`src/rtl/vector_loader.sv`:
```
// Packs a valid/ready stream of N-bit words into WIDTH_VECTOR-lane vectors
// and strobes each finished vector into the core's vector data memory.
module vector_loader #(
  parameter int WIDTH_VECTOR = 8,
  parameter int N            = 32,
  parameter int MEM_WA       = 8
) (
  input  logic                        clk,
  input  logic                        rst,
  input  logic                        start,
  input  logic [MEM_WA-1:0]           base_addr,
  input  logic                        s_valid,
  input  logic [N-1:0]                s_data,
  input  logic                        s_last,
  output logic                        s_ready,
  output logic                        we,
  output logic [MEM_WA-1:0]           waddr,
  output logic [WIDTH_VECTOR*N-1:0]   wdata,
  output logic                        busy,
  output logic                        done,
  output logic                        overflow,
  output logic [MEM_WA:0]             vec_count,
  output logic [1:0]                  dbg_state
);

  localparam int VW = WIDTH_VECTOR * N;
  localparam int LW = (WIDTH_VECTOR > 1) ? $clog2(WIDTH_VECTOR) : 1;
  localparam logic [LW-1:0]     LANE_MAX = LW'(WIDTH_VECTOR - 1);
  localparam logic [MEM_WA-1:0] ADDR_MAX = '1;
  localparam logic [MEM_WA-1:0] ADDR_ONE = MEM_WA'(1);
  localparam logic [MEM_WA:0]   CNT_ONE  = (MEM_WA+1)'(1);

  typedef enum logic [1:0] {
    IDLE  = 2'd0,
    FILL  = 2'd1,
    WRITE = 2'd2,
    DONE  = 2'd3
  } state_t;

  // Handshake: a word transfers on a rising edge where s_valid && s_ready;
  // s_ready depends only on the current state, never on s_valid.

  state_t              state_q, state_d;
  logic [MEM_WA-1:0]   addr_q, addr_d;
  logic [LW-1:0]       lane_q, lane_d;
  logic [VW-1:0]       buf_q, buf_d;
  logic                last_q, last_d;
  logic                we_q, we_d;
  logic [MEM_WA-1:0]   waddr_q, waddr_d;
  logic [VW-1:0]       wdata_q, wdata_d;
  logic                done_q, done_d;
  logic                ovf_q, ovf_d;
  logic [MEM_WA:0]     cnt_q, cnt_d;
  logic [VW-1:0]       fill_buf;

  always_ff @(posedge clk or posedge rst) begin
    if (rst) begin
      state_q <= IDLE;
      addr_q  <= '0;
      lane_q  <= '0;
      buf_q   <= '0;
      last_q  <= 1'b0;
      we_q    <= 1'b0;
      waddr_q <= '0;
      wdata_q <= '0;
      done_q  <= 1'b0;
      ovf_q   <= 1'b0;
      cnt_q   <= '0;
    end else begin
      state_q <= state_d;
      addr_q  <= addr_d;
      lane_q  <= lane_d;
      buf_q   <= buf_d;
      last_q  <= last_d;
      we_q    <= we_d;
      waddr_q <= waddr_d;
      wdata_q <= wdata_d;
      done_q  <= done_d;
      ovf_q   <= ovf_d;
      cnt_q   <= cnt_d;
    end
  end

  // we/waddr/wdata/done are registered, so they are loaded on the transition
  // into the state in which they must be visible.
  always_comb begin
    state_d  = state_q;
    addr_d   = addr_q;
    lane_d   = lane_q;
    buf_d    = buf_q;
    last_d   = last_q;
    we_d     = 1'b0;
    waddr_d  = waddr_q;
    wdata_d  = wdata_q;
    done_d   = 1'b0;
    ovf_d    = ovf_q;
    cnt_d    = cnt_q;
    fill_buf = buf_q;
    case (state_q)
      IDLE: begin
        if (start) begin
          state_d = FILL;
          addr_d  = base_addr;
          lane_d  = '0;
          buf_d   = '0;
          last_d  = 1'b0;
          cnt_d   = '0;
          ovf_d   = 1'b0;
        end
      end
      FILL: begin
        if (s_valid) begin
          fill_buf[int'(lane_q)*N +: N] = s_data;
          buf_d = fill_buf;
          if (lane_q == LANE_MAX || s_last) begin
            state_d = WRITE;
            last_d  = s_last;
            we_d    = 1'b1;
            waddr_d = addr_q;
            wdata_d = fill_buf;
            cnt_d   = cnt_q + CNT_ONE;
          end else begin
            lane_d = lane_q + LW'(1);
          end
        end
      end
      WRITE: begin
        if (last_q) begin
          state_d = DONE;
          done_d  = 1'b1;
        end else if (addr_q == ADDR_MAX) begin
          // Address space exhausted: stop rather than wrap onto base_addr.
          state_d = DONE;
          done_d  = 1'b1;
          ovf_d   = 1'b1;
        end else begin
          state_d = FILL;
          addr_d  = addr_q + ADDR_ONE;
          lane_d  = '0;
          buf_d   = '0;
        end
      end
      DONE: begin
        state_d = IDLE;
      end
      default: begin
        state_d = IDLE;
      end
    endcase
  end

  assign s_ready   = (state_q == FILL);
  assign busy      = (state_q != IDLE);
  assign we        = we_q;
  assign waddr     = waddr_q;
  assign wdata     = wdata_q;
  assign done      = done_q;
  assign overflow  = ovf_q;
  assign vec_count = cnt_q;
  assign dbg_state = state_q;

endmodule

```
`config.mk`:
```
export PLATFORM = sky130hd
export DESIGN_NAME = vector_loader
export DESIGN_NICKNAME = d
export VERILOG_FILES = /design/src/rtl/vector_loader.sv
export SDC_FILE = /design/constraint.sdc
export NUM_CORES = 1
export LEC_CHECK = 0
export BUFFER_PORTS_ARGS = -buffer_cell sky130_fd_sc_hd__buf_4
export CAP_MARGIN = 0
export CORE_MARGIN = 1.5
export CORE_UTILIZATION = 40
export CTS_CLUSTER_DIAMETER = 200
export DETAILED_ROUTE_END_ITERATION = 8
export HOLD_SLACK_MARGIN = 0.05
export RECOVER_POWER = 100
export SYNTH_ARGS = -nofsm -noshare
export SYNTH_HDL_FRONTEND = slang
export SYNTH_SLANG_ARGS = --single-unit
```
`constraint.sdc`:
```
create_clock -name clk -period 26.4 [get_ports clk]
set_input_delay 5.28 -clock clk [delete_from_list [all_inputs] [get_ports clk]]
set_output_delay 5.28 -clock clk [all_outputs]
set_load 0.01 [all_outputs]
```
==> flow_summary.ini, run 1 <==
[outcome]
outcome = finished, violations left
failed_checks = max-capacitance violations, max-slew violations

[cells_and_area]
finish.utilization_pct = 47.0
fin_cells = 3197
nFillCells = 5446
final_cell_mix = dfrtp_1 (546), clkbuf_1 (311), nand2_1 (263)
num-nets-final = 2449
layout_commonest_cell = dfrtp_1
stdcell_area_sq_um = 26600
layout-drive-gt1-share_pct = 7.25
syn2layout_area_growth_pct = 15.8

[timing]
finalCritPeriodShare_pct = 50.4
skew_ns = 0.0179
fmax_mhz = 75.1
period_needed_ns = 13.32
slew_headroom_pct = -315
hold_viol_final = 0
rsz0062_at_grt = false
setup_tns_ns = 0
timing.hold.ws_ns = 0.474
tightest_slew_ns = 6.19
setup_viol = 0
fin_ws_ns = 13.08
report.final.slew_viol_count = 689

[placed_design]
portBuffers = 324
gp_congestion = 0.827
place_hpwl_microns = 45100
post-place-ws_ns = 17.75
place_area_sq_um = 25900
dp_cells = 3092

[die]
die_w_microns = 243
coreArea_sq_um = 56600
fp.dieArea_sq_um = 58900
ios = 325
rows = 87
die_h_microns = 243
initial_utilization_pct = 40.6

[clocking]
cts.sinks = 546
cts_resized = 0
cts_tree = yes
cts_root_buf = clkbuf_16
post_cts_buffers = 0
clk_latency_ns = 0.61
htreeDepth = 2
clockBufferDepth = 3
cts.clk_slew.worst_paths_ns = 0.06
numCtsBuffers = 57
cts_hold_buf = 0

[power]
finalPower_mw = 3.10
ir_worst_vdd_mv = 0.0791
powerDensity_nw_per_um2 = 116
p_leak_nw = 11.6

[global_route]
grt_max_degree = 224
grt_pass1_vias = 18400
grt_use_total_pct = 24.3
grt_overflow = 0
grt_pass1_wl_microns = 112000
antenna_found_initial = 1

[worst_hold_path]
worstHoldPathType = reg -> reg

[yosys]
synthTopCellsByArea = dfrtp_1 (59%), a22o_1 (9.7%), a31oi_1 (5.3%)
synth_cell_types = 50
seq_area_frac_synth_pct = 59.5
synth_nets = 2248
yosysTopAreaCell = dfrtp_1
syn_area_sq_um = 23000
yosysWarningCount = 0
avgSynthCellArea_sq_um = 10.5
synth_edf_count = 0
synth_cells = 2194
synth_flop_cell = dfrtp_1
ys_ff_latch = 546
synth_top_area_share_pct = 59.5
synth-async-reset-ratio_pct = 100

[setup_path]
crit_fanout = 223
arrival_ns = 13.61
cp-end-kind = flop
start_kind = primary input
crit_required_ns = 26.69
reg2reg_slack_ns = 16.72
worst-setup-path-type = in -> reg

[route]
via_count = 18600
viasPerCell = 5.80
drc = 0
antenna_left = 0
wl_microns = 73000
routedWlPerCell_microns = 22.8
drt_iter0_drc = 1650
first_pass_iters = 6

[job]
max-cap-violations = 11
-- report_power, final --
| part | internal, mW | total, mW | switching, mW | leakage, nW |
|---|---|---|---|---|
| Sequential | 1.07 | 1.28 | 0.212 | 7.16 |
| Combinational | 0.298 | 0.992 | 0.694 | 3.50 |
| Clock | 0.491 | 0.823 | 0.332 | 0.948 |
| Total | 1.86 | 3.10 | 1.24 | 11.6 |
-- final timing paths --
path                           start          to  depth (start not counted)
setup / recovery             s_valid   wdata[58]                          7
hold / removal             wdata[19]   wdata[19]                          2
setup reg to reg           lane_q[0]   wdata[58]                          8
hold reg to reg            wdata[19]   wdata[19]                          2
max in group asynchronous        rst  buf_q[245]                          3
min in group asynchronous        rst   wdata[28]                          2
-- logic make-up after synthesis --
family                   count (synthesis)  share of synthesized area (%)
AND/OR/NAND/NOR                        748                           14.1
adder cells (fa/ha/maj)                  9                          0.490
AO/OA/AOI/OAI                          593                           18.6
flip-flops                             546                           59.5
buffers and inverters                  227                           4.28
XOR/XNOR                                 7                          0.267
multiplexers                            64                           2.79
-- sequential cells by signal, indices dropped and copies added, names as in the netlist --
signal / count
last_q: 1
dbg_state: 2
wdata: 256
vec_count: 9
overflow: 1
buf_q: 256
done: 1
lane_q: 3
waddr: 8
addr_q: 8
we: 1
-- cell usage after synthesis, types with 3 or more instances --
cell type	instances
and3_1	11
a22o_1	255
nor2b_1	4
or2_2	4
buf_2	66
nor3_1	5
clkbuf_1	140
dfrtp_1	546
a21oi_1	9
o211ai_1	8
xor2_1	4
o21ai_0	107
nor3_2	3
inv_1	5
buf_6	5
ha_1	9
and4_1	3
nand4_1	5
xnor2_1	3
a211o_1	4
nand3_1	206
nand2b_1	8
a31oi_1	195
buf_1	5
nand2_1	264
nor2_1	222
mux2i_1	64
nor4_1	3
-- metal layers --
metal | wire length, microns | up-vias | global-route usage (%)
met4 | 1900 | 0 | 7.64
li1 | - | 8276 | -
met3 | 4980 | 116 | 4.40
met2 | 33600 | 773 | 37.7
met5 | 0 | - | 0
met1 | 32500 | 9389 | 34.7
-- layout make-up --
| cell class | count | area, sq um | share of cell area [%] |
|---|---|---|---|
| Sequential cell | 546 | 13700 | 51.4 |
| Multi-Input combinational cell | 1421 | 8400 | 31.6 |
| Clock buffer | 88 | 1710 | 6.41 |
| Timing Repair Buffer | 362 | 1650 | 6.21 |
| Tap cell | 756 | 946 | 3.56 |
| Clock inverter | 16 | 209 | 0.785 |
| Inverter | 7 | 28.8 | 0.108 |
| Antenna cell | 1 | 2.50 | 0.00941 |
-- critical path, cell delays in order --
cell,delay [ns]
clkbuf_1,0.10
and3b_1,0.42
nand2_1,1.13
clkinvlp_2,4.74
buf_12,1.48
nor2_1,0.23
a31oi_1,0.05
Note: power is estimated with default switching activity, not from simulation.
==> run 2, diff against run 1 <==
==> constraint.sdc (replaced) <==
create_clock -name clk -period 12 [get_ports clk]
set_input_delay 2.4 -clock clk [delete_from_list [all_inputs] [get_ports clk]]
set_output_delay 2.4 -clock clk [all_outputs]
set_load 0.01 [all_outputs]
==> run 2 against run 1 <==
  * The run still ends with max-capacitance violations, max-slew violations left
  * Critical path depth rose by 1
  * Cell area rose by 0.61%
  * Hold slack improved by 0.0034 ns
  * Die area did not move
  * Power rose by 120%
  * Wire length fell by 1.5%
  * Flip-flop and latch count did not move
  * Setup slack got worse by 8.1 ns
  * Cell count barely moved
  * Critical endpoint is now buf_q[80]
  * Largest power group unchanged
==> flow_summary.ini, run 2 (synthesis gave the netlist of run 1 again) <==
[setup_path]
startpoint = lane_q[0]
cp_top_family = buffers and inverters
crit_chain = inv_1 > ha_1 > inv_1 > nor3_1 > clkbuf_1 > and3_1 > clkbuf_1 > a22o_1
r2r_cells = 8
cp.depth = 8
cp.buffers_inverters = 4
crit_fanout = 66
cp-end-kind = flop
worst-setup-path-type = reg -> reg
r2r_start = lane_q[0]
worst_path_max_delay_cell = clkbuf_1
cp_slowest_stage_delay_ns = 2.75
crit_required_ns = 12.54
start_kind = flop
arrival_ns = 7.54

[cells_and_area]
antenna_cells = 0
syn2layout_area_growth_pct = 16.5
fin_cells = 3200
final_cell_mix = dfrtp_1 (546), clkbuf_1 (309), nand2_1 (264)
nFillCells = 5479
layout-drive-gt1-share_pct = 7.41
layout_commonest_cell = dfrtp_1
num-nets-final = 2453

[timing]
fin_ws_ns = 5.00
period_needed_ns = 7.00
finalCritPeriodShare_pct = 58.4
rsz0062_at_grt = false
hold_viol_final = 0
slew_headroom_pct = -158
fmax_mhz = 143
skew_ns = 0.0185
report.final.slew_viol_count = 786
tightest_slew_ns = 3.87
setup_viol = 0
setup_tns_ns = 0

[power]
combinationalPowerShare_pct = 31.5
clockPowerShare_pct = 28.1
p_leak_nw = 11.7
swShare_pct = 39.5
powerDensity_nw_per_um2 = 259
ir_worst_vdd_mv = 0.156
p_switching_mw = 2.74
seqPwrFrac_pct = 40.4
p_int_mw = 4.18

[placed_design]
place_hpwl_microns = 44900
dp_cells = 3096
gp_congestion = 0.826
portBuffers = 324
post-place-ws_ns = 6.30

[die]
die_w_microns = 243
coreArea_sq_um = 56600
fp.dieArea_sq_um = 58900
die_h_microns = 243
ios = 325
rows = 87
initial_utilization_pct = 40.6

[outcome]
outcome = finished, violations left
failed_checks = max-capacitance violations, max-slew violations

[global_route]
grt_pass1_vias = 18200
grt_overflow = 0
antenna_found_initial = 0
grt_max_degree = 235
grt_use_total_pct = 24.0
grt_pass1_wl_microns = 111000

[route]
wl_microns = 71900
viasPerCell = 5.79
via_count = 18500
routedWlPerCell_microns = 22.5
drt_iter0_drc = 1762
antenna_left = 0
first_pass_iters = 6
drc = 0

[clocking]
cts.sinks = 546
htreeDepth = 2
cts.clk_slew.worst_paths_ns = 0.06
clockBufferDepth = 3
clk_latency_ns = 0.62
cts_resized = 0
post_cts_buffers = 0
numCtsBuffers = 57
cts_hold_buf = 0
cts_tree = yes
cts_root_buf = clkbuf_16

[job]
max-cap-violations = 19

[worst_hold_path]
worstHoldPathType = reg -> reg
whs_path_depth = 2
worstHoldStart = wdata[14]
==> run 2: final cells by class <==
cell class	count	area [sq um]	area share [%]
flip-flops and latches	546	13700	51.0
clock inverters	22	373	1.39
inverters	7	35.0	0.131
repair buffers	366	1650	6.15
well taps	756	946	3.53
multi-input cells	1421	8400	31.4
clock buffers	82	1700	6.36
==> run 2: path summary, 6_finish.rpt <==
path                              end  slack, ns
max                         buf_q[80]       5.00
min                         wdata[14]       0.48
max reg2reg                 buf_q[80]       5.00
min reg2reg                 wdata[14]       0.48
max in group asynchronous  wdata[195]       5.23
min in group asynchronous  wdata[152]       2.25
==> run 2: per-stage QoR <==
stage | instance area, sq um | hold slack (ns) | util (%) | power, mW
after floorplan | 23000 | 0.456 | - | 4.02
after global placement | 25900 | 0.463 | 45.7 | 5.32
after detailed placement | 25900 | 0.473 | 45.7 | 5.37
after CTS | 27900 | 0.485 | 49.4 | 7.33
after global routing | 26800 | 0.504 | 47.3 | 7.27
final | 26800 | 0.477 | 47.3 | 6.92
==> run 2: worst min-delay path: stages (launching register included) <==
cell,delay [ns]
dfrtp_1,0.34
nand2_1,0.05
o21ai_0,0.06
==> run 2: power by group through the flow <==
stage,clock network [mW],registers (mW),logic [mW]
after floorplan,0,2.84,1.18
after global placement,0,2.83,2.49
after detailed placement,0,2.83,2.54
after CTS,1.98,2.81,2.55
after global routing,2.05,2.85,2.37
final,1.95,2.80,2.18
==> run 2: per-layer routing <==
layer,global-route usage (%),up-vias,part of all wire (%),routed length (microns)
li1,-,8301,-,-
met3,3.79,119,6.5,4670
met1,34.6,9380,45,32700
met5,0,-,0,0
met4,7.03,0,2.6,1850
met2,37.3,715,45,32700
==> run 3, diff against run 2 <==
==> constraint.sdc (replaced) <==
create_clock -name clk -period 6.95 [get_ports clk]
set_input_delay 1.39 -clock clk [delete_from_list [all_inputs] [get_ports clk]]
set_output_delay 1.39 -clock clk [all_outputs]
set_load 0.01 [all_outputs]
==> run 3 against run 2 <==
  * Die area stayed put
  * Clock-buffer cell count is 13 higher
  * Clock skew is 0.0073 ns lower
  * Non-clock buffer count is 2 higher
  * Critical path type is now in -> reg
  * First-iteration DRC count is 14% lower
  * The run still ends with max-capacitance violations, max-slew violations left
  * Critical endpoint is now wdata[61]
  * Combinational power is 72% higher
  * Largest power group unchanged
  * Critical path depth is 1 lower
  * Core utilization is 0.25 points lower
==> flow_summary.ini, run 3 (synthesis gave the netlist of run 1 again) <==
[route]
first_pass_iters = 5
drc = 0
via_count = 18600
drt_iter0_drc = 1517
viasPerCell = 5.81
routedWlPerCell_microns = 22.8
antenna_left = 0
wl_microns = 73100

[timing]
timing.hold.ws_ns = 0.475
finalCritPeriodShare_pct = 73.3
rsz0062_at_grt = false
setup_tns_ns = 0
hold_viol_final = 0
setup_viol = 0
report.final.slew_viol_count = 676
skew_ns = 0.0112
tightest_slew_ns = 2.83
fmax_mhz = 196
period_needed_ns = 5.09
slew_headroom_pct = -88.9
fin_ws_ns = 1.86

[cells_and_area]
syn2layout_area_growth_pct = 15.9
layout-drive-gt1-share_pct = 7.60
num-nets-final = 2455
final_cell_mix = dfrtp_1 (546), clkbuf_1 (310), nand2_1 (264)
layout_commonest_cell = dfrtp_1
fin_cells = 3204
stdcell_area_sq_um = 26600
nFillCells = 5471
antenna_cells = 0
finish.utilization_pct = 47.0

[die]
ios = 325
coreArea_sq_um = 56600
initial_utilization_pct = 40.6
fp.dieArea_sq_um = 58900
rows = 87
die_h_microns = 243
die_w_microns = 243

[power]
clockPowerShare_pct = 26.4
finalPower_mw = 11.7
ir_worst_vdd_mv = 0.262
seqPwrFrac_pct = 41.5
p_int_mw = 6.98
powerDensity_nw_per_um2 = 439
combinationalPowerShare_pct = 32.1
p_leak_nw = 11.6
p_switching_mw = 4.71
swShare_pct = 40.3

[global_route]
met2_usage_pct = 37.9
grtUsageMet3_pct = 3.93
grt_pass1_vias = 18300
grt_use_total_pct = 24.5
top_usage_layer = met2
grt_pass1_wl_microns = 113000
met1_usage_pct = 35.4
antenna_found_initial = 0
grt_overflow = 0
grt_max_degree = 180

[clocking]
cts.clk_slew.worst_paths_ns = 0.06
clockBufferDepth = 3
cts_tree = yes
cts_resized = 0
cts_root_buf = clkbuf_16
clk_latency_ns = 0.61
post_cts_buffers = 0
numCtsBuffers = 57
cts_hold_buf = 0
htreeDepth = 2
cts.sinks = 546

[setup_path]
rr_endpoint = wdata[61]
start_kind = primary input
crit_fanout = 169
reg2reg_slack_ns = 2.14
r2r_cells = 6
crit_required_ns = 7.46
cp-end-kind = flop
worst-setup-path-type = in -> reg
arrival_ns = 5.61
r2r_start = dbg_state[1]

[placed_design]
dp_cells = 3098
portBuffers = 324
post-place-ws_ns = 2.40
place_hpwl_microns = 45800
gp_congestion = 0.841
place_area_sq_um = 25900

[worst_hold_path]
whs_path_depth = 2
worstHoldStart = wdata[12]
holdPathEnd = wdata[12]
worstHoldPathType = reg -> reg

[job]
max-cap-violations = 14

[outcome]
outcome = finished, violations left
failed_checks = max-capacitance violations, max-slew violations
run 3: cell types whose count changed in the layout (fill, tap and decap cells not counted), moves of 2 or more:
cell and change:
clkbuf_16 -2, buf_4 +6, clkinv_2 -2, bufinv_16 -8, clkbuf_8 +7, clkbuf_2 +2
run 3: power groups by stage:
stage | combinational [mW] | clock [mW] | sequential, mW
finish | 3.75 | 3.09 | 4.85
global route | 4.11 | 3.27 | 4.94
CTS | 4.38 | 3.14 | 4.87
detailed placement | 4.37 | 0 | 4.90
global placement | 4.28 | 0 | 4.90
floorplan | 2.04 | 0 | 4.91
run 3: how the worst max path moves through the flow:
stage / from / end / slack (ns)
floorplan: rst / addr_q[0] / -1.87
global placement: s_valid / wdata[85] / 2.50
detailed placement: s_valid / wdata[61] / 2.40
CTS: s_valid / wdata[52] / 3.03
global route: s_valid / wdata[119] / 1.42
finish: s_valid / wdata[61] / 1.86
run 3: area by class of cell:
| type | instances | area, sq um | share of cell area, % |
|---|---|---|---|
| flip-flops and latches | 546 | 13700 | 51.3 |
| multi-input cells | 1421 | 8400 | 31.6 |
| inverters | 7 | 35.0 | 0.132 |
| well taps | 756 | 946 | 3.55 |
| repair buffers | 368 | 1680 | 6.32 |
| clock buffers | 95 | 1780 | 6.68 |
| clock inverters | 11 | 115 | 0.432 |
run 3: worst max-delay path, stage by stage:
cell and delay, ns:
clkbuf_1 0.13, and3b_1 0.61, nand2_1 1.14, inv_8 1.04
buf_12 0.57, nor2_1 0.09, a31oi_1 0.19
run 3: routing by layer:
| metal | wire length (microns) | vias up |
|---|---|---|
| li1 | - | 8289 |
| met1 | 32900 | 9519 |
| met2 | 33500 | 702 |
| met3 | 4920 | 116 |
| met4 | 1810 | 0 |
| met5 | 0 | - |
